`src/rtl/isqrt_rr_share_arbiter_pkg.sv`:
```
`default_nettype none
// ============================================================================
// Module      : isqrt_arb_pkg
// Description : Shared types and constants for the isqrt round-robin share
//               arbiter (arbiter FSM states, operand/result widths, tag).
// Config      : ISQRT_ARB_STATS_EN (used by the top, not by this package)
// Revision    : 1.0 - initial release
// ============================================================================
package isqrt_arb_pkg;

   localparam int ISQRT_X_W = 32;
   localparam int ISQRT_Y_W = 16;
   localparam int STAT_W    = 16;

   // Tag id is sized for the largest supported requester count (8).
   localparam int ARB_ID_W  = 3;

   typedef enum logic [1:0] {
      RUN     = 2'd0,
      DRAIN   = 2'd1,
      DRAINED = 2'd2
   } arb_state_e;

   typedef struct packed {
      logic                vld;
      logic [ARB_ID_W-1:0] id;
   } arb_tag_t;

endpackage
`default_nettype wire

```
`src/rtl/isqrt_rr_share_arbiter_if.sv`:
```
`default_nettype none
// ============================================================================
// Module      : isqrt_rr_share_arbiter_if
// Description : Bundle of requester-side, isqrt-side and status signals of
//               the isqrt share arbiter. slave = arbiter view, master = the
//               surrounding requesters / isqrt / status consumer.
// Config      : ISQRT_ARB_STATS_EN (affects stat_grants content only)
// Revision    : 1.0 - initial release
// ============================================================================
interface isqrt_rr_share_arbiter_if
   import isqrt_arb_pkg::*;
#(
   parameter int N_REQ = 4
);
   logic [N_REQ-1:0]           req_vld;
   logic [N_REQ*ISQRT_X_W-1:0] req_x;
   logic [N_REQ-1:0]           req_rdy;
   logic [N_REQ-1:0]           rsp_vld;
   logic [ISQRT_Y_W-1:0]       rsp_y;
   logic                       flush;
   logic                       flush_done;
   logic                       err_tag;
   logic                       isqrt_x_vld;
   logic [ISQRT_X_W-1:0]       isqrt_x;
   logic                       isqrt_y_vld;
   logic [ISQRT_Y_W-1:0]       isqrt_y;
   logic [N_REQ*STAT_W-1:0]    stat_grants;

   modport slave (
      input  req_vld, req_x, flush, isqrt_y_vld, isqrt_y,
      output req_rdy, rsp_vld, rsp_y, flush_done, err_tag,
             isqrt_x_vld, isqrt_x, stat_grants
   );

   modport master (
      output req_vld, req_x, flush, isqrt_y_vld, isqrt_y,
      input  req_rdy, rsp_vld, rsp_y, flush_done, err_tag,
             isqrt_x_vld, isqrt_x, stat_grants
   );
endinterface
`default_nettype wire

```
`src/rtl/isqrt_rr_share_arbiter_rr_pick.sv`:
```
`default_nettype none
// ============================================================================
// Module      : isqrt_arb_rr_pick
// Description : Combinational rotate-priority picker. Scans i_req_vld from
//               index i_ptr upward, wrapping modulo N_REQ; first set bit wins.
// Config      : none
// Revision    : 1.0 - initial release
// ============================================================================
module isqrt_arb_rr_pick #(
   parameter int N_REQ = 4,
   parameter int ID_W  = $clog2(N_REQ)
) (
   input  logic [N_REQ-1:0] i_req_vld,
   input  logic [ID_W-1:0]  i_ptr,
   output logic [N_REQ-1:0] o_gnt,
   output logic [ID_W-1:0]  o_id,
   output logic             o_any
);
   // One spare bit so ptr+offset cannot overflow before the wrap.
   logic [ID_W:0]   w_sum;
   logic [ID_W-1:0] w_idx;

   // Rotating scan; the o_any guard freezes the first winner found.
   always_comb begin
      o_gnt = '0;
      o_id  = '0;
      o_any = 1'b0;
      w_sum = '0;
      w_idx = '0;
      for (int k = 0; k < N_REQ; k++) begin
         w_sum = {1'b0, i_ptr} + (ID_W+1)'(k);
         if (w_sum >= (ID_W+1)'(N_REQ)) begin
            w_sum = w_sum - (ID_W+1)'(N_REQ);
         end
         w_idx = w_sum[ID_W-1:0];
         if (!o_any && i_req_vld[w_idx]) begin
            o_any        = 1'b1;
            o_gnt[w_idx] = 1'b1;
            o_id         = w_idx;
         end
      end
   end
endmodule
`default_nettype wire

```
`src/rtl/isqrt_rr_share_arbiter.sv`:
```
`default_nettype none
// ============================================================================
// Module      : isqrt_rr_share_arbiter
// Description : Shares one pipelined isqrt among N_REQ requesters. Round-robin
//               issue of one operand per cycle, tag shift register routes each
//               result back to its owner, flush drain FSM, sticky tag error.
// Config      : ISQRT_ARB_STATS_EN - per-requester saturating grant counters
//               on stat_grants; when undefined stat_grants is tied to 0.
// Revision    : 1.0 - initial release
// ============================================================================
module isqrt_rr_share_arbiter
   import isqrt_arb_pkg::*;
#(
   parameter int N_REQ     = 4,
   parameter int ISQRT_LAT = 16
) (
   input  logic                   clk,
   input  logic                   rst,
   isqrt_rr_share_arbiter_if.slave bus
);
   localparam int ID_W  = $clog2(N_REQ);
   localparam int CNT_W = $clog2(ISQRT_LAT + 1);

   arb_state_e           r_state;
   arb_state_e           w_state_nxt;
   logic [ID_W-1:0]      r_ptr;
   logic [N_REQ-1:0]     w_pick_gnt;
   logic [ID_W-1:0]      w_pick_id;
   logic                 w_pick_any;
   logic                 w_gnt_en;
   logic                 w_flush_done;
   logic [N_REQ-1:0]     w_req_rdy;
   logic                 w_grant;
   logic [ISQRT_X_W-1:0] w_x;
   arb_tag_t             r_tag [ISQRT_LAT];
   arb_tag_t             w_tail;
   logic [N_REQ-1:0]     w_tail_onehot;
   logic [CNT_W-1:0]     r_inflight;
   logic [N_REQ-1:0]     r_rsp_vld;
   logic [ISQRT_Y_W-1:0] r_rsp_y;
   logic                 r_err_tag;

   isqrt_arb_rr_pick #(
      .N_REQ (N_REQ),
      .ID_W  (ID_W)
   ) u_pick (
      .i_req_vld (bus.req_vld),
      .i_ptr     (r_ptr),
      .o_gnt     (w_pick_gnt),
      .o_id      (w_pick_id),
      .o_any     (w_pick_any)
   );

   assign w_req_rdy = w_gnt_en ? w_pick_gnt : '0;
   assign w_grant   = w_gnt_en & w_pick_any;
   assign w_tail    = r_tag[ISQRT_LAT-1];

   // FSM state register.
   always_ff @(posedge clk) begin
      if (rst) r_state <= RUN;
      else     r_state <= w_state_nxt;
   end

   // FSM next state: drain waits for every issued operand to retire.
   always_comb begin
      w_state_nxt = r_state;
      case (r_state)
         RUN:     if (bus.flush) w_state_nxt = DRAIN;
         DRAIN:   if (r_inflight == '0 && !w_tail.vld) w_state_nxt = DRAINED;
         DRAINED: if (!bus.flush) w_state_nxt = RUN;
         default: w_state_nxt = RUN;
      endcase
   end

   // FSM outputs: a flush request blocks granting in the very same cycle.
   always_comb begin
      w_gnt_en     = (r_state == RUN) && !bus.flush;
      w_flush_done = (r_state == DRAINED);
   end

   // Operand mux from the granted requester slice.
   always_comb begin
      w_x = '0;
      for (int i = 0; i < N_REQ; i++) begin
         if (w_req_rdy[i]) w_x = bus.req_x[i*ISQRT_X_W +: ISQRT_X_W];
      end
   end

   // Round-robin pointer moves just past the winner; holds when idle.
   always_ff @(posedge clk) begin
      if (rst) begin
         r_ptr <= '0;
      end else if (w_grant) begin
         if (w_pick_id == ID_W'(N_REQ - 1)) r_ptr <= '0;
         else                               r_ptr <= w_pick_id + ID_W'(1);
      end
   end

   // Tag pipe mirrors the isqrt pipeline so the result owner is known.
   always_ff @(posedge clk) begin
      if (rst) begin
         for (int k = 0; k < ISQRT_LAT; k++) r_tag[k] <= '0;
      end else begin
         r_tag[0].vld <= w_grant;
         r_tag[0].id  <= ARB_ID_W'(w_pick_id);
         for (int k = 1; k < ISQRT_LAT; k++) r_tag[k] <= r_tag[k-1];
      end
   end

   // Count of operands issued but not yet retired from the tag pipe.
   always_ff @(posedge clk) begin
      if (rst) begin
         r_inflight <= '0;
      end else begin
         case ({w_grant, w_tail.vld})
            2'b10:   r_inflight <= r_inflight + CNT_W'(1);
            2'b01:   r_inflight <= r_inflight - CNT_W'(1);
            default: r_inflight <= r_inflight;
         endcase
      end
   end

   // Decode the retiring tag into a one-hot owner vector.
   always_comb begin
      w_tail_onehot = '0;
      for (int i = 0; i < N_REQ; i++) begin
         w_tail_onehot[i] = (w_tail.id == ARB_ID_W'(i));
      end
   end

   // Route results to their owner; any valid disagreement is sticky error.
   always_ff @(posedge clk) begin
      if (rst) begin
         r_rsp_vld <= '0;
         r_rsp_y   <= '0;
         r_err_tag <= 1'b0;
      end else begin
         if (bus.isqrt_y_vld && w_tail.vld) begin
            r_rsp_vld <= w_tail_onehot;
            r_rsp_y   <= bus.isqrt_y;
         end else begin
            r_rsp_vld <= '0;
         end
         if (bus.isqrt_y_vld != w_tail.vld) r_err_tag <= 1'b1;
      end
   end

`ifdef ISQRT_ARB_STATS_EN
   for (genvar gi = 0; gi < N_REQ; gi++) begin : g_stats
      logic [STAT_W-1:0] r_cnt;
      // Saturating per-requester grant counter.
      always_ff @(posedge clk) begin
         if (rst) begin
            r_cnt <= '0;
         end else if (w_req_rdy[gi] && r_cnt != {STAT_W{1'b1}}) begin
            r_cnt <= r_cnt + STAT_W'(1);
         end
      end
      assign bus.stat_grants[gi*STAT_W +: STAT_W] = r_cnt;
   end
`else
   assign bus.stat_grants = '0;
`endif

   assign bus.req_rdy     = w_req_rdy;
   assign bus.isqrt_x_vld = w_grant;
   assign bus.isqrt_x     = w_x;
   assign bus.rsp_vld     = r_rsp_vld;
   assign bus.rsp_y       = r_rsp_y;
   assign bus.flush_done  = w_flush_done;
   assign bus.err_tag     = r_err_tag;
endmodule
`default_nettype wire

```
`src/flat_wrapper.sv`:
```
// flat-port wrapper written by rule: the top's interface ports become plain ports
module isqrt_rr_share_arbiter_flat import isqrt_arb_pkg::*;
#(
   parameter int N_REQ     = 4,
   parameter int ISQRT_LAT = 16
)
  (clk, rst, bus_req_vld, bus_req_x, bus_flush, bus_isqrt_y_vld, bus_isqrt_y, bus_req_rdy, bus_rsp_vld, bus_rsp_y, bus_flush_done, bus_err_tag, bus_isqrt_x_vld, bus_isqrt_x, bus_stat_grants);
  isqrt_rr_share_arbiter_if #(.N_REQ(N_REQ)) bus_i ();
  input  logic clk;
  input  logic rst;
  input wire logic [$bits(bus_i.req_vld)-1:0] bus_req_vld;
  input wire logic [$bits(bus_i.req_x)-1:0] bus_req_x;
  input wire logic [$bits(bus_i.flush)-1:0] bus_flush;
  input wire logic [$bits(bus_i.isqrt_y_vld)-1:0] bus_isqrt_y_vld;
  input wire logic [$bits(bus_i.isqrt_y)-1:0] bus_isqrt_y;
  output wire logic [$bits(bus_i.req_rdy)-1:0] bus_req_rdy;
  output wire logic [$bits(bus_i.rsp_vld)-1:0] bus_rsp_vld;
  output wire logic [$bits(bus_i.rsp_y)-1:0] bus_rsp_y;
  output wire logic [$bits(bus_i.flush_done)-1:0] bus_flush_done;
  output wire logic [$bits(bus_i.err_tag)-1:0] bus_err_tag;
  output wire logic [$bits(bus_i.isqrt_x_vld)-1:0] bus_isqrt_x_vld;
  output wire logic [$bits(bus_i.isqrt_x)-1:0] bus_isqrt_x;
  output wire logic [$bits(bus_i.stat_grants)-1:0] bus_stat_grants;
  assign bus_i.req_vld = bus_req_vld;
  assign bus_i.req_x = bus_req_x;
  assign bus_i.flush = bus_flush;
  assign bus_i.isqrt_y_vld = bus_isqrt_y_vld;
  assign bus_i.isqrt_y = bus_isqrt_y;
  assign bus_req_rdy = bus_i.req_rdy;
  assign bus_rsp_vld = bus_i.rsp_vld;
  assign bus_rsp_y = bus_i.rsp_y;
  assign bus_flush_done = bus_i.flush_done;
  assign bus_err_tag = bus_i.err_tag;
  assign bus_isqrt_x_vld = bus_i.isqrt_x_vld;
  assign bus_isqrt_x = bus_i.isqrt_x;
  assign bus_stat_grants = bus_i.stat_grants;
  isqrt_rr_share_arbiter #(.N_REQ(N_REQ), .ISQRT_LAT(ISQRT_LAT)) u_core (.clk(clk), .rst(rst), .bus(bus_i));
endmodule
```
`config.mk`:
```
export PLATFORM = sky130hd
export DESIGN_NAME = isqrt_rr_share_arbiter_flat
export DESIGN_NICKNAME = d
export VERILOG_FILES = /design/src/rtl/isqrt_rr_share_arbiter_pkg.sv /design/src/rtl/isqrt_rr_share_arbiter_if.sv /design/src/rtl/isqrt_rr_share_arbiter_rr_pick.sv /design/src/rtl/isqrt_rr_share_arbiter.sv /design/src/flat_wrapper.sv
export SDC_FILE = /design/constraint.sdc
export NUM_CORES = 1
export LEC_CHECK = 0
export ABC_AREA = 1
export CAP_MARGIN = 20
export CORE_MARGIN = 4
export CORE_UTILIZATION = 35
export CTS_CLUSTER_DIAMETER = 100
export DETAILED_ROUTE_END_ITERATION = 8
export GPL_TIMING_DRIVEN = 0
export PLACE_DENSITY_LB_ADDON = 0.12
export SYNTH_ARGS = -nofsm -noshare
export SYNTH_HDL_FRONTEND = slang
export SYNTH_SLANG_ARGS = --single-unit
```
`constraint.sdc`:
```
create_clock -name clk -period 2.8 [get_ports clk]
set_input_delay 0.42 -clock clk [delete_from_list [all_inputs] [get_ports clk]]
set_output_delay 0.42 -clock clk [all_outputs]
set_load 0.03 [all_outputs]
```
Yosys cells after proc, flatten, opt, wreduce, memory -nomap -nowiden
Memories as Yosys holds them, arrays and structs flattened.
Index checks and enable logic that the tools add are counted.
{"block": "op_classes", "n_mul": 0, "addsub": 10, "n_div": 0, "muxes": 63, "n_eq_ne": 12, "n_lt_le_gt_ge": 12, "n_bitwise": 22, "n_reduce_logical": 21, "shifts": 0}
{"cell": "32-bit 2-to-1 mux", "count": 4}
{"cell": "4-bit 2-to-1 mux", "count": 20}
{"cell": "2-bit 2-to-1 mux", "count": 12}
{"cell": "1-bit OR", "count": 17}
{"cell": "1-bit 2-to-1 mux", "count": 16}
{"cell": "2-bit by 3-bit < comparator with 1-bit output, second input constant", "count": 4}
{"cell": "4-bit OR", "count": 3}
{"cell": "1-bit logical AND", "count": 10}
{"cell": "5-bit case mux with 2 select lines", "count": 1}
{"cell": "3-bit greater-or-equal comparator, second input constant", "count": 3}
{"cell": "1-bit binary-select mux with 2-bit select", "count": 4}
{"cell": "1-bit demux with 2-bit select", "count": 4}
{"cell": "2-bit by 1-bit greater-or-equal comparator with 1-bit output, second input constant", "count": 4}
{"cell": "2-bit by 1-bit subtractor with 2-bit output, second input constant", "count": 4}
{"cell": "2-bit by 2-bit adder with 3-bit output, second input constant", "count": 2}
{"cell": "2-bit == test, second input constant", "count": 3}
{"cell": "3-bit by 2-bit == test with 1-bit output, second input constant", "count": 2}
{"cell": "2-bit case mux with 3 select lines", "count": 1}
{"cell": "5-bit by 1-bit adder with 5-bit output, second input constant", "count": 1}
{"cell": "1-bit logical NOT", "count": 5}
{"cell": "5-bit logical NOT", "count": 1}
{"cell": "5-bit by 1-bit subtractor with 5-bit output, second input constant", "count": 1}
{"cell": "2-bit by 1-bit == test with 1-bit output, second input constant", "count": 2}
{"cell": "2-bit != test, second input constant", "count": 2}
{"cell": "14 further kinds", "count": 14}
{"block": "word_totals", "memories": 1, "in_bits": 152, "latch_bits": 0, "word_cells": 147, "regBits": 30, "ram_bits": 64, "romBits": 0}
{"name": "u_core.r_tag", "depth": 16, "width": 4, "read_ports": 16, "rd_ports_with_merged_regs": 0, "wr": 16, "line_no": "isqrt_rr_share_arbiter.sv:35", "source": "arb_tag_t r_tag [ISQRT_LAT];"}

Depth between registers and ports, before layout
Gate-level depths: netlist of run 1.
{"block": "depth", "depth_word": 19, "ltp_mapped": 17, "depth_no_buf": 17}

By module
A second synthesis of run 1 with hierarchy kept.
{"block": "hier_totals", "hier_cells": 718, "area_unflattened_um2": 4710.8}
{"module": "isqrt_rr_share_arbiter", "area_per_inst_um2": 4270.3, "seq_area_each_um2": 1561.5, "cells_per_inst": 644, "n_inst": 1}
{"module": "isqrt_arb_rr_pick", "area_per_inst_um2": 440.4, "seq_area_each_um2": 0.0, "cells_per_inst": 74, "n_inst": 1}

Worst setup path after synthesis of run 1
Ideal clock, no wire load.
{"block": "synth_timing", "kind": "register to register", "from": "register (tool-made name)", "to": "register u_core.r_inflight[4]", "arrival_ns": 2.934, "path_buffers": 0, "setup_slack_ns": -0.256, "setup_time_ns": 0.122, "required_ns": 2.678, "path_stages_with_launch": 18, "path_cell_list": "dfxtp_1 > inv_2 > ha_1 > inv_1 > nand2_1 > nand2_2 > nor2_8 > nand2_4 > o21ai_1 > ha_1 > ha_1 > a21o_1 > a21oi_1 > inv_1 > a21oi_1 > o21ai_0 > o21ai_0 > a21oi_1"}
{"item": "end signal, assigned", "line_no": "isqrt_rr_share_arbiter.sv:116", "source": "2'b10: r_inflight <= r_inflight + CNT_W'(1);"}
{"item": "end signal, assigned", "line_no": "isqrt_rr_share_arbiter.sv:117", "source": "2'b01: r_inflight <= r_inflight - CNT_W'(1);"}
{"item": "end signal, assigned", "line_no": "isqrt_rr_share_arbiter.sv:118", "source": "default: r_inflight <= r_inflight;"}
{"item": "end, declared", "line_no": "isqrt_rr_share_arbiter.sv:38", "source": "logic [CNT_W-1:0] r_inflight;"}

Worst setup path in the final report of run 1
{"block": "layout_timing", "from": "register u_core.r_ptr[1]", "to": "output port bus_isqrt_x[9]"}
{"block": "layout_between", "elab_chain_len": 19, "word_cells_on_any_way": 64, "cone_classes": "add/sub (7); order compare (12); mux (32); bitwise (3); reduce/logical (10)"}
{"item": "start, declared", "line_no": "isqrt_rr_share_arbiter.sv:26", "source": "logic [ID_W-1:0] r_ptr;"}
{"item": "start signal, assigned", "line_no": "isqrt_rr_share_arbiter.sv:95", "source": "else r_ptr <= w_pick_id + ID_W'(1);"}
{"item": "branches (longest 13 deep; another with 2-bit by 1-bit adder with 3-bit output)"}
{"item": "4-bit 2-to-1 mux (*)", "line_no": "isqrt_rr_share_arbiter_rr_pick.sv:36", "source": "if (!o_any && i_req_vld[w_idx]) begin"}
{"item": "4-bit 2-to-1 mux (*)", "line_no": "isqrt_rr_share_arbiter.sv:54", "source": "assign w_req_rdy = w_gnt_en ? w_pick_gnt : '0;"}
{"item": "32-bit 2-to-1 mux (3 in series)", "line_no": "isqrt_rr_share_arbiter.sv:85", "source": "if (w_req_rdy[i]) w_x = bus.req_x[i*ISQRT_X_W +: ISQRT_X_W];"}
{"item": "32-bit 2-to-1 mux (*)", "line_no": "isqrt_rr_share_arbiter.sv:85"}
{"item": "end, declared", "line_no": "flat_wrapper.sv:22", "source": "output wire logic [$bits(bus_i.isqrt_x)-1:0] bus_isqrt_x;"}
Every way passes the cells marked *. The select of a mux whose other input is x is not followed.

==> metrics, run 1 <==
status=complete, but fails checks; failing checks=setup timing; Synth Area in Simple Gates=35.0%; Worst Setup Slack, final=-100 ps; layout cells sized above 1=around 27%; Max Cap Violations=0; setup TNS=-2010 ps; post-place setup slack=-922 ps; Area contributors post-synth=dfxtp_1 (29%), nand3_1 (10%), buf_4 (9.8%); WP data arrival=2480 ps; Crit path required time=2380 ps; Post-Place Cell Area=8020 um2; Final GP Congestion=roughly 0.84; final wirelength=18.7 mm; CTS max path bufs=2; Yosys cell types=36; Post-DRT Antenna Nets=0; clk slew on worst S/H paths=60 ps; register area=1570 um2; mapped cell area=5420 um2; commonest non-fill, non-tap cell in the layout=clkdlybuf4s50_1; IO Count=275; Final setup viols=31; post-synthesis mux area share=0%; placeable core region=roughly 15000 um2; maximum clock rate=around 0.34 GHz; placed cell count=1299; chip width=132 um; drc violations=0; Synth Warn #=0; cell taking the most area after synthesis=dfxtp_1; die area=17500 um2; Final Net Count=1310; clk_lat worst skew=330 ps; via count=between 5000 and 6000; sequential share of the synthesized area=28.8%; XOR/XNOR Fraction of Synth Area=less than 1%; Fill cells=1458; Slew @ Worst Pin=511 ps; worst hold path type=reg2reg; Max IR drop VDD=479 uV; Worst Path Max Fanout=7; P_leak=4.48 nW; P per Cell Area=899 nW/um2; grt total ovfl=0; Final Cell Area=~8900 um2; synthesized-area fraction occupied by adder cells=approximately 3.1%; diode count=0; root buf cell=clkbuf_16; CTS H-tree depth=3; GRT Util Overall=19.9%; vias in the first global route=5218; final core utilization=58.8%; Slew Viols, Final=0; area of the multi-input gates=3100 um2; compound-cell area share of the yosys netlist=approximately a tenth; Tmin final=2900 ps; Hold Path Depth=2; Slew HR=65.9%; Worst Skew=about 8.0 ps; DP HPWL=14.5 mm; cts hold-fix bufs=0; vias per cell=4.32; #FFs+latches synth=78; Initial Util=35.7%; area grow syn2layout=65.0%; Final Hold Vio Count=0; IO buf count=between 200 and 250; # clock sinks=78; first-pass GRT wire length=28.2 mm; Critical Path Source Type=flip-flop; crit path kind=reg2out; period utilisation layout=104%; Critical Path End Type=primary output; row count=45; Finished Layout Cells=between 1000 and 1500; most frequent cells in the layout=clkdlybuf4s50_1 (172), nand2_1 (120), nor2_1 (117); RSZ-0062 raised after global routing=yes; WL/cell=14.0 um; largest net degree at the start of global routing=14; DRT iter0 DRCs=between 300 and 400; CTS tree=built; r2r worst-path depth=17; Num CTS Buffers=9; Die Ht=132 um; initial antenna violation count=1; largest family of logic cells by synthesized area=simple AND/OR/NAND/NOR gates; Post-Synthesis Cells=838; Yosys top cell area share=28.8%; Post-Syn Area per Cell=6.47 um2; DRT Pass-1 Iters=4
==> critical path, cell delays in order (launching register included) <==
cell	delay, ps
dfxtp_4	350
clkinvlp_4	100
ha_4	310
inv_4	50
nand2_4	60
nand2_4	60
nor2_8	150
nand2_4	90
nor2_4	110
nand2_2	70
nand2_4	110
nand2_8	100
clkbuf_16	190
nand2_2	70
inv_2	30
o21ai_2	60
nand2_1	80
buf_6	140
==> per-layer routing <==
layer | GRT usage [%] | up-vias | part of all wire [%]
li1 | - | 3054 | -
met2 | 35.7 | 186 | 52
met3 | 4.87 | 14 | 6.9
met5 | 0 | - | 0.070
met1 | 24.4 | 2521 | 40
met4 | 3.64 | 2 | 1.1
==> cell usage after synthesis <==
cell,number
a21oi_2,1
ha_1,12
nand2_1,132
clkbuf_1,12
buf_2,13
buf_6,5
inv_1,107
o21ai_2,30
a21boi_0,2
xor2_1,1
buf_4,71
nand2_4,3
a211oi_1,1
nor2_4,1
nor3_2,1
dfxtp_1,78
a21oi_1,14
fa_1,1
nand4_2,1
inv_2,33
o21ai_0,27
nand3_2,5
buf_1,5
nor2_8,1
nand2_2,33
nand4_1,2
nand3b_1,1
nor3_1,5
xnor2_1,1
nor2_1,123
o21ai_1,3
a21o_1,1
clkinv_2,1
nor2_2,2
conb_1,1
nand3_1,108
==> power by group <==
part	switching, mW	leakage [nW]	total (mW)	internal [mW]
clock	0.428	0.151	1.23	0.800
sequential	0.0417	0.632	1.22	1.18
combinational	3.26	3.69	5.60	2.33
==> registers in the layout (all words and copies together) (netlist names), named ones only <==
register / cells
u_core.r_tag: 48
u_core.bus.err_tag: 1
u_core.bus.rsp_vld: 4
u_core.bus.rsp_y: 16
u_core.r_ptr: 1
u_core.r_inflight: 5
u_core.r_state: 2
==> cell families (layout without fill, tap and decap cells) <==
group	Yosys count	count (layout)
xor+xnor	2	2
simple gates	418	419
fa+ha+maj	13	13
compound gates	79	79
buf+inv	247	494
other cells	1	64
flops	78	78
==> cell type report <==
cell class                      count  area share (%)
Inverter                          141            6.07
Clock inverter                      5           0.937
Multi-Input combinational cell    577            34.6
Timing Repair Buffer              232            26.2
Sequential cell                    78            17.5
Clock buffer                       10            2.67
Tap cell                          188            2.63
Buffer                            106            9.36
==> stage by stage <==
step / power (mW) / hold slack (ps)
2_1_floorplan: 4.39 / 388
3_3_place_gp: 5.90 / 389
3_5_place_dp: 5.91 / 394
4_1_cts: 7.59 / 398
5_1_grt: 8.52 / 418
6_report: 8.04 / 395
==> final timing paths <==
| path | slack (ps) | endpoint | from |
|---|---|---|---|
| worst max-delay path | -100 | bus_isqrt_x[9] | u_core.r_ptr[1] |
| worst min-delay path | 400 | u_core.r_tag[0][7] | u_core.r_tag[0][3] |
| worst max register to register | 150 | u_core.r_inflight[4] | u_core.r_ptr[1] |
| worst min register to register | 400 | u_core.r_tag[0][7] | u_core.r_tag[0][3] |
==> timing repair <==
action,CTS,global route
gates resized for setup,286,56
gates cloned,1,6
setup buffers,10,6
setup endpoints to repair,39,39
pin swaps,5,27
(Power assumes the default switching activity.)
==> run 2: changes to the inputs <==
==> constraint.sdc (replaced) <==
create_clock -name clk -period 3.6 [get_ports clk]
set_input_delay 0.54 -clock clk [delete_from_list [all_inputs] [get_ports clk]]
set_output_delay 0.54 -clock clk [all_outputs]
set_load 0.03 [all_outputs]
==> metrics, run 2 (same netlist as run 1, synthesis figures left out) <==
status=completed (was complete, but fails checks); P per Cell Area=642 nW/um2 (was 899 nW/um2); Max IR drop VDD=425 uV (was 479 uV); worst hold slack=399 ps (was 395 ps); IO buf count=210 (unchanged); Tmin final=roughly 3500 ps; worst hold path type=reg2reg (unchanged); GRT Util Overall=19.0% (was 19.9%); Final Net Count=1290 (was 1310); via count=5652 (was 5777); Worst Path Max Fanout=10 (was 7); r2r startpoint=u_core.r_ptr[1] (unchanged); Slew HR=63.3% (was 65.9%); critical path cell sequence=clkinvlp_4 > ha_4 > inv_1 > nand2_1 > nand2_2 > nor2_8 > nand4_2 > nand3_2 > clkbuf_4 > nand3_1 > nand2_1 > o21ai_2 > nand2_1 > clkdlybuf4s15_1 (was clkinvlp_4 > ha_4 > inv_4 > nand2_4 > nand2_4 > nor2_8 > nand2_4 > nor2_4 > nand2_2 > nand2_4 > nand2_8 > clkbuf_16 > nand2_2 > inv_2 > o21ai_2 > nand2_1 > buf_6); CTS H-tree depth=3 (unchanged); RSZ-0062 raised after global routing=no (was yes); chip width=132 um (unchanged); area grow syn2layout=52.4% (was 65.0%); Critical Path End Type=primary output (unchanged); final wirelength=17.5 mm (was 18.7 mm); Slew Viols, Final=0 (unchanged); Num CTS Buffers=9 (unchanged); placeable core region=15200 um2 (unchanged); CTS max path bufs=2 (unchanged); Crit-path slowest cell=dfxtp_4 (unchanged); vias per cell=4.29 (was 4.32); clk slew on worst S/H paths=60 ps (about the same); largest net degree at the start of global routing=14 (unchanged); Reg with most FFs=u_core.r_tag (unchanged); IO Count=275 (unchanged); critical path's top delay family=simple AND/OR/NAND/NOR gates (unchanged); final core utilization=54.4% (was 58.8%); Die Ht=132 um (unchanged); die area=17500 um2 (unchanged); CTS tree=built (unchanged); Final setup viols=0 (was 31); Buf/Inv on CP=4 (was 5); vias in the first global route=5099 (was 5218); hold path start=u_core.r_tag[4][3] (was u_core.r_tag[0][3]); DRT iter0 DRCs=287 (was 313); initial antenna violation count=2 (was 1); row count=45 (unchanged); WL/cell=13.3 um (was 14.0 um); # clock sinks=78 (unchanged); clk_lat worst skew=330 ps (about the same); Slew @ Worst Pin=551 ps (was 511 ps); Max Cap Violations=0 (unchanged); DP HPWL=14.1 mm (was 14.5 mm); root buf cell=clkbuf_16 (unchanged); most frequent cells in the layout=clkdlybuf4s50_1 (174), nand2_1 (132), nor2_1 (123) (was clkdlybuf4s50_1 (172), nand2_1 (120), nor2_1 (117)); Final Hold Vio Count=0 (unchanged); Worst Skew=7.32 ps (was 8.05 ps); first-pass GRT wire length=27.2 mm (was 28.2 mm); DRT Pass-1 Iters=4 (unchanged); layout cells sized above 1=22.3% (was 26.9%); max reg flops=48 (unchanged); crit-path max cell delay=410 ps (was 350 ps); period utilisation layout=96.0%; P_leak=4.23 nW (was 4.48 nW); Post-DRT Antenna Nets=0 (unchanged); drc violations=0 (unchanged); launch point of the worst path=u_core.r_ptr[1] (unchanged); crit-path most repeated cell=nand2_1 (was nand2_4); crit path kind=reg2out (unchanged); maximum clock rate=~0.29 GHz; Critical Path Source Type=flip-flop (unchanged); commonest non-fill, non-tap cell in the layout=clkdlybuf4s50_1 (unchanged); WP data arrival=2920 ps (was 2480 ps); Final GP Congestion=0.805 (was 0.836); Initial Util=35.7% (unchanged); Crit path required time=3060 ps (was 2380 ps); grt total ovfl=0 (unchanged)
-- run 2: changes by cell type in the layout (fill, tap and decap cells not counted), sizes merged --
cell,previous run,this run
buf,149,96
clkbuf,25,46
clkdlybuf4s15,0,8
dlygate4sd2,2,6
clkinv,2,5
clkdlybuf4s50,172,174
clkinvlp,3,1
bufinv,2,1
diode,0,1
nand2,169,168
-- run 2: cell type report --
class	instances	area, um2
Antenna cell	1	2.50
Buffer	106	727
Clock buffer	11	253
Clock inverter	5	57.6
Fill cell	1523	6940
Inverter	141	534
Multi-Input combinational cell	576	2880
Sequential cell	78	1570
Tap cell	188	235
Timing Repair Buffer	213	2010
-- run 2: worst paths after layout --
| path | to | slack, ps | cells past startpoint |
|---|---|---|---|
| setup / recovery | bus_isqrt_x[3] | 140 | 14 |
| hold / removal | u_core.r_tag[4][7] | 400 | 2 |
| setup reg to reg | u_core.r_inflight[4] | 450 | 17 |
| hold reg to reg | u_core.r_tag[4][7] | 400 | 2 |
-- run 2: layer usage --
layer / up-vias / GRT usage (%) / share of wire, %
li1: 3007 / - / -
met1: 2441 / 23.6 / 41
met2: 179 / 33.0 / 50
met3: 23 / 4.71 / 6.6
met4: 2 / 5.02 / 2.0
met5: - / 0 / 0.074
-- run 2: power breakdown --
part	switching (mW)	total (mW)	internal [mW]
combinational	2.23	3.43	1.19
clock	0.341	0.914	0.574
sequential	0.0487	0.966	0.917
total	2.62	5.31	2.68
-- run 2: worst register-to-register path, cell delays in order, from the launching register on --
cell and delay (ps):
dfxtp_4 410, clkinvlp_4 180, ha_4 320, inv_1 60
nand2_1 70, nand2_2 80, nor2_8 150, nand2_4 90
o21ai_2 230, ha_1 330, ha_1 320, a21o_1 190
a21oi_1 120, inv_1 60, a21oi_1 100, o21ai_0 110
o21ai_0 160, a21oi_1 50
-- run 2: repair_timing --
| action | CTS | global route |
|---|---|---|
| setup buffers | 0 | 3 |
| setup endpoints to repair | 36 | 39 |
| hold buffers | 0 | 0 |
| gates resized for setup | 75 | 34 |
-- run 2: stage by stage --
stage          cells  worst slack, ps  TNS [ps]  power [mW]  area, um2
2_1_floorplan    901              544         0        3.39       5660
3_3_place_gp    1299             -394    -10120        4.56       8000
3_5_place_dp    1299             -422    -10380        4.57       8000
4_1_cts         1315             2.50         0        5.36       8320
5_1_grt         1319             2.36         0        5.68       8270
6_report        1319              143         0        5.31       8270
==> run 3: changes to the inputs <==
--- a/config.mk
+++ b/config.mk
@@ -7,7 +7,7 @@
 export LEC_CHECK = 0
 export ABC_AREA = 1
 export CAP_MARGIN = 20
-export CORE_MARGIN = 4
+export CORE_MARGIN = 8
 export CORE_UTILIZATION = 35
 export CTS_CLUSTER_DIAMETER = 100
 export DETAILED_ROUTE_END_ITERATION = 8
==> metrics, run 3 (same netlist as run 1, synthesis figures left out) <==
status=completed (unchanged); Num CTS Buffers=9 (unchanged); Hold EP=u_core.r_tag[5][1] (was u_core.r_tag[4][7]); layout cells sized above 1=22.4% (was 22.3%); R2R Path End=u_core.r_inflight[4] (unchanged); DRT iter0 DRCs=267 (was 287); final wirelength=18.8 mm (was 17.5 mm); chip width=140 um (was 132 um); Final Net Count=1289 (was 1290); Reg with most FFs=u_core.r_tag (unchanged); r2r worst-path depth=17 (unchanged); Final GP Congestion=0.808 (was 0.805); most frequent cells in the layout=clkdlybuf4s50_1 (174), nand2_1 (132), nor2_1 (123) (unchanged); Critical Path Source Type=input pin (was flip-flop); Tmin final=3420 ps (was 3460 ps); GRT Util Overall=18.2% (was 19.0%); DRT Pass-1 Iters=5 (was 4); P_leak=4.22 nW (was 4.23 nW); worst hold slack=399 ps (about the same); Slew Viols, Final=0 (unchanged); largest net degree at the start of global routing=14 (unchanged); P per Cell Area=651 nW/um2 (was 642 nW/um2); first-pass GRT wire length=28.4 mm (was 27.2 mm); period utilisation layout=95.1% (was 96.0%); Initial Util=35.8% (was 35.7%); r2r startpoint=u_core.r_ptr[1] (unchanged); Crit path required time=3060 ps (about the same); Final setup viols=0 (unchanged); Final Hold Vio Count=0 (unchanged); Slew @ Worst Pin=522 ps (was 551 ps); maximum clock rate=0.292 GHz (was 0.289 GHz); Max IR drop VDD=380 uV (was 425 uV); area grow syn2layout=54.5% (was 52.4%); root buf cell=clkbuf_16 (unchanged); Slew HR=65.2% (was 63.3%); Worst Skew=4.74 ps (was 7.32 ps); clk_lat worst skew=330 ps (about the same); DP HPWL=15.3 mm (was 14.1 mm); drc violations=0 (unchanged); CTS max path bufs=2 (unchanged); CTS tree=built (unchanged); IO buf count=210 (unchanged); max reg flops=48 (unchanged); worst hold path type=reg2reg (unchanged); crit path kind=in2out (was reg2out); Post-DRT Antenna Nets=0 (unchanged); placeable core region=15100 um2 (was 15200 um2); cts hold-fix bufs=0 (unchanged); register-to-register setup slack=350 ps (was 450 ps); placed cell count=1299 (unchanged); vias per cell=4.27 (was 4.29); RSZ-0062 raised after global routing=no (unchanged); clk slew on worst S/H paths=60 ps (about the same); Finished Layout Cells=1318 (was 1319); die area=19700 um2 (was 17500 um2); WL/cell=14.3 um (was 13.3 um); hold path start=u_core.r_tag[4][5] (was u_core.r_tag[4][3]); row count=45 (unchanged); via count=5622 (was 5652); # clock sinks=78 (unchanged); commonest non-fill, non-tap cell in the layout=clkdlybuf4s50_1 (unchanged); Die Ht=140 um (was 132 um); final core utilization=55.3% (was 54.4%); Critical Path End Type=primary output (unchanged); Max Cap Violations=0 (unchanged); CTS H-tree depth=3 (unchanged); Hold Path Depth=2 (unchanged); vias in the first global route=5074 (was 5099); grt total ovfl=0 (unchanged); Worst Path Max Fanout=10 (unchanged); WP data arrival=2880 ps (was 2920 ps); initial antenna violation count=1 (was 2); IO Count=275 (unchanged)
-- run 3: cell types whose count changed in the layout (fill, tap and decap cells not counted), sizes merged --
cell           delta
clkdlybuf4s15    +17
clkbuf           -16
buf               -2
bufinv            +1
clkinv            -1
-- run 3: worst max-delay path: stages --
cell             delay, ps
clkdlybuf4s50_1        480
nor3_4                 400
buf_2                  320
clkbuf_1               440
nand3_1                140
nand2_1                 90
o21ai_2                 50
nand2_1                 50
clkdlybuf4s15_1        360
-- run 3: worst max path at each step --
| stage | from | to | slack, ps | cells after the start |
|---|---|---|---|---|
| 2_1_floorplan | flip-flop | u_core.r_inflight[4] | 540 | 17 |
| 3_3_place_gp | bus_flush | bus_isqrt_x[6] | -450 | 9 |
| 3_5_place_dp | bus_flush | bus_isqrt_x[3] | -480 | 9 |
| 4_1_cts | flip-flop | bus_isqrt_x[2] | 10 | 13 |
| 5_1_grt | bus_flush | bus_isqrt_x[28] | 6 | 9 |
| 6_report | bus_flush | bus_isqrt_x[28] | 180 | 9 |
-- run 3: where the power goes --
group,total (mW),internal (mW),leakage [nW],switching (mW)
Combinational,3.52,1.29,3.43,2.24
Clock,0.969,0.627,0.160,0.342
Sequential,0.965,0.917,0.632,0.0481
-- run 3: layout make-up --
cell class              count  area (um2)
fillers                  1537        6770
flip-flops and latches     78        1570
plain buffers             106         726
clock buffers              11         243
repair buffers            212        2110
multi-input cells         576        2870
well taps                 188         235
inverters                 141         534
diodes                      1        2.50
clock inverters             5        82.6
-- run 3: through the flow --
step	TNS [ps]	instance area, um2	total power [mW]	worst slack (ps)
finish	0	8380	5.46	176
global route	0	8380	5.84	6.17
CTS	0	8360	5.48	11.1
detailed placement	-12910	8000	4.59	-479
global placement	-12360	8000	4.57	-453
floorplan	0	5660	3.39	544
-- run 3: what timing repair did --
| action | in CTS | in global routing |
|---|---|---|
| resized for setup | 95 | 13 |
| setup endpoints to repair | 37 | 38 |
| cloned | 0 | 0 |
| buffers inserted | 0 | 2 |
-- run 3: per-layer routing --
| metal | vias up | GRT usage [%] | part of all wire [%] |
|---|---|---|---|
| met5 | - | 0 | 0 |
| met4 | 0 | 2.66 | 0.73 |
| met3 | 12 | 5.03 | 5.5 |
| met2 | 154 | 33.1 | 51 |
| met1 | 2446 | 21.2 | 43 |
| li1 | 3010 | - | - |
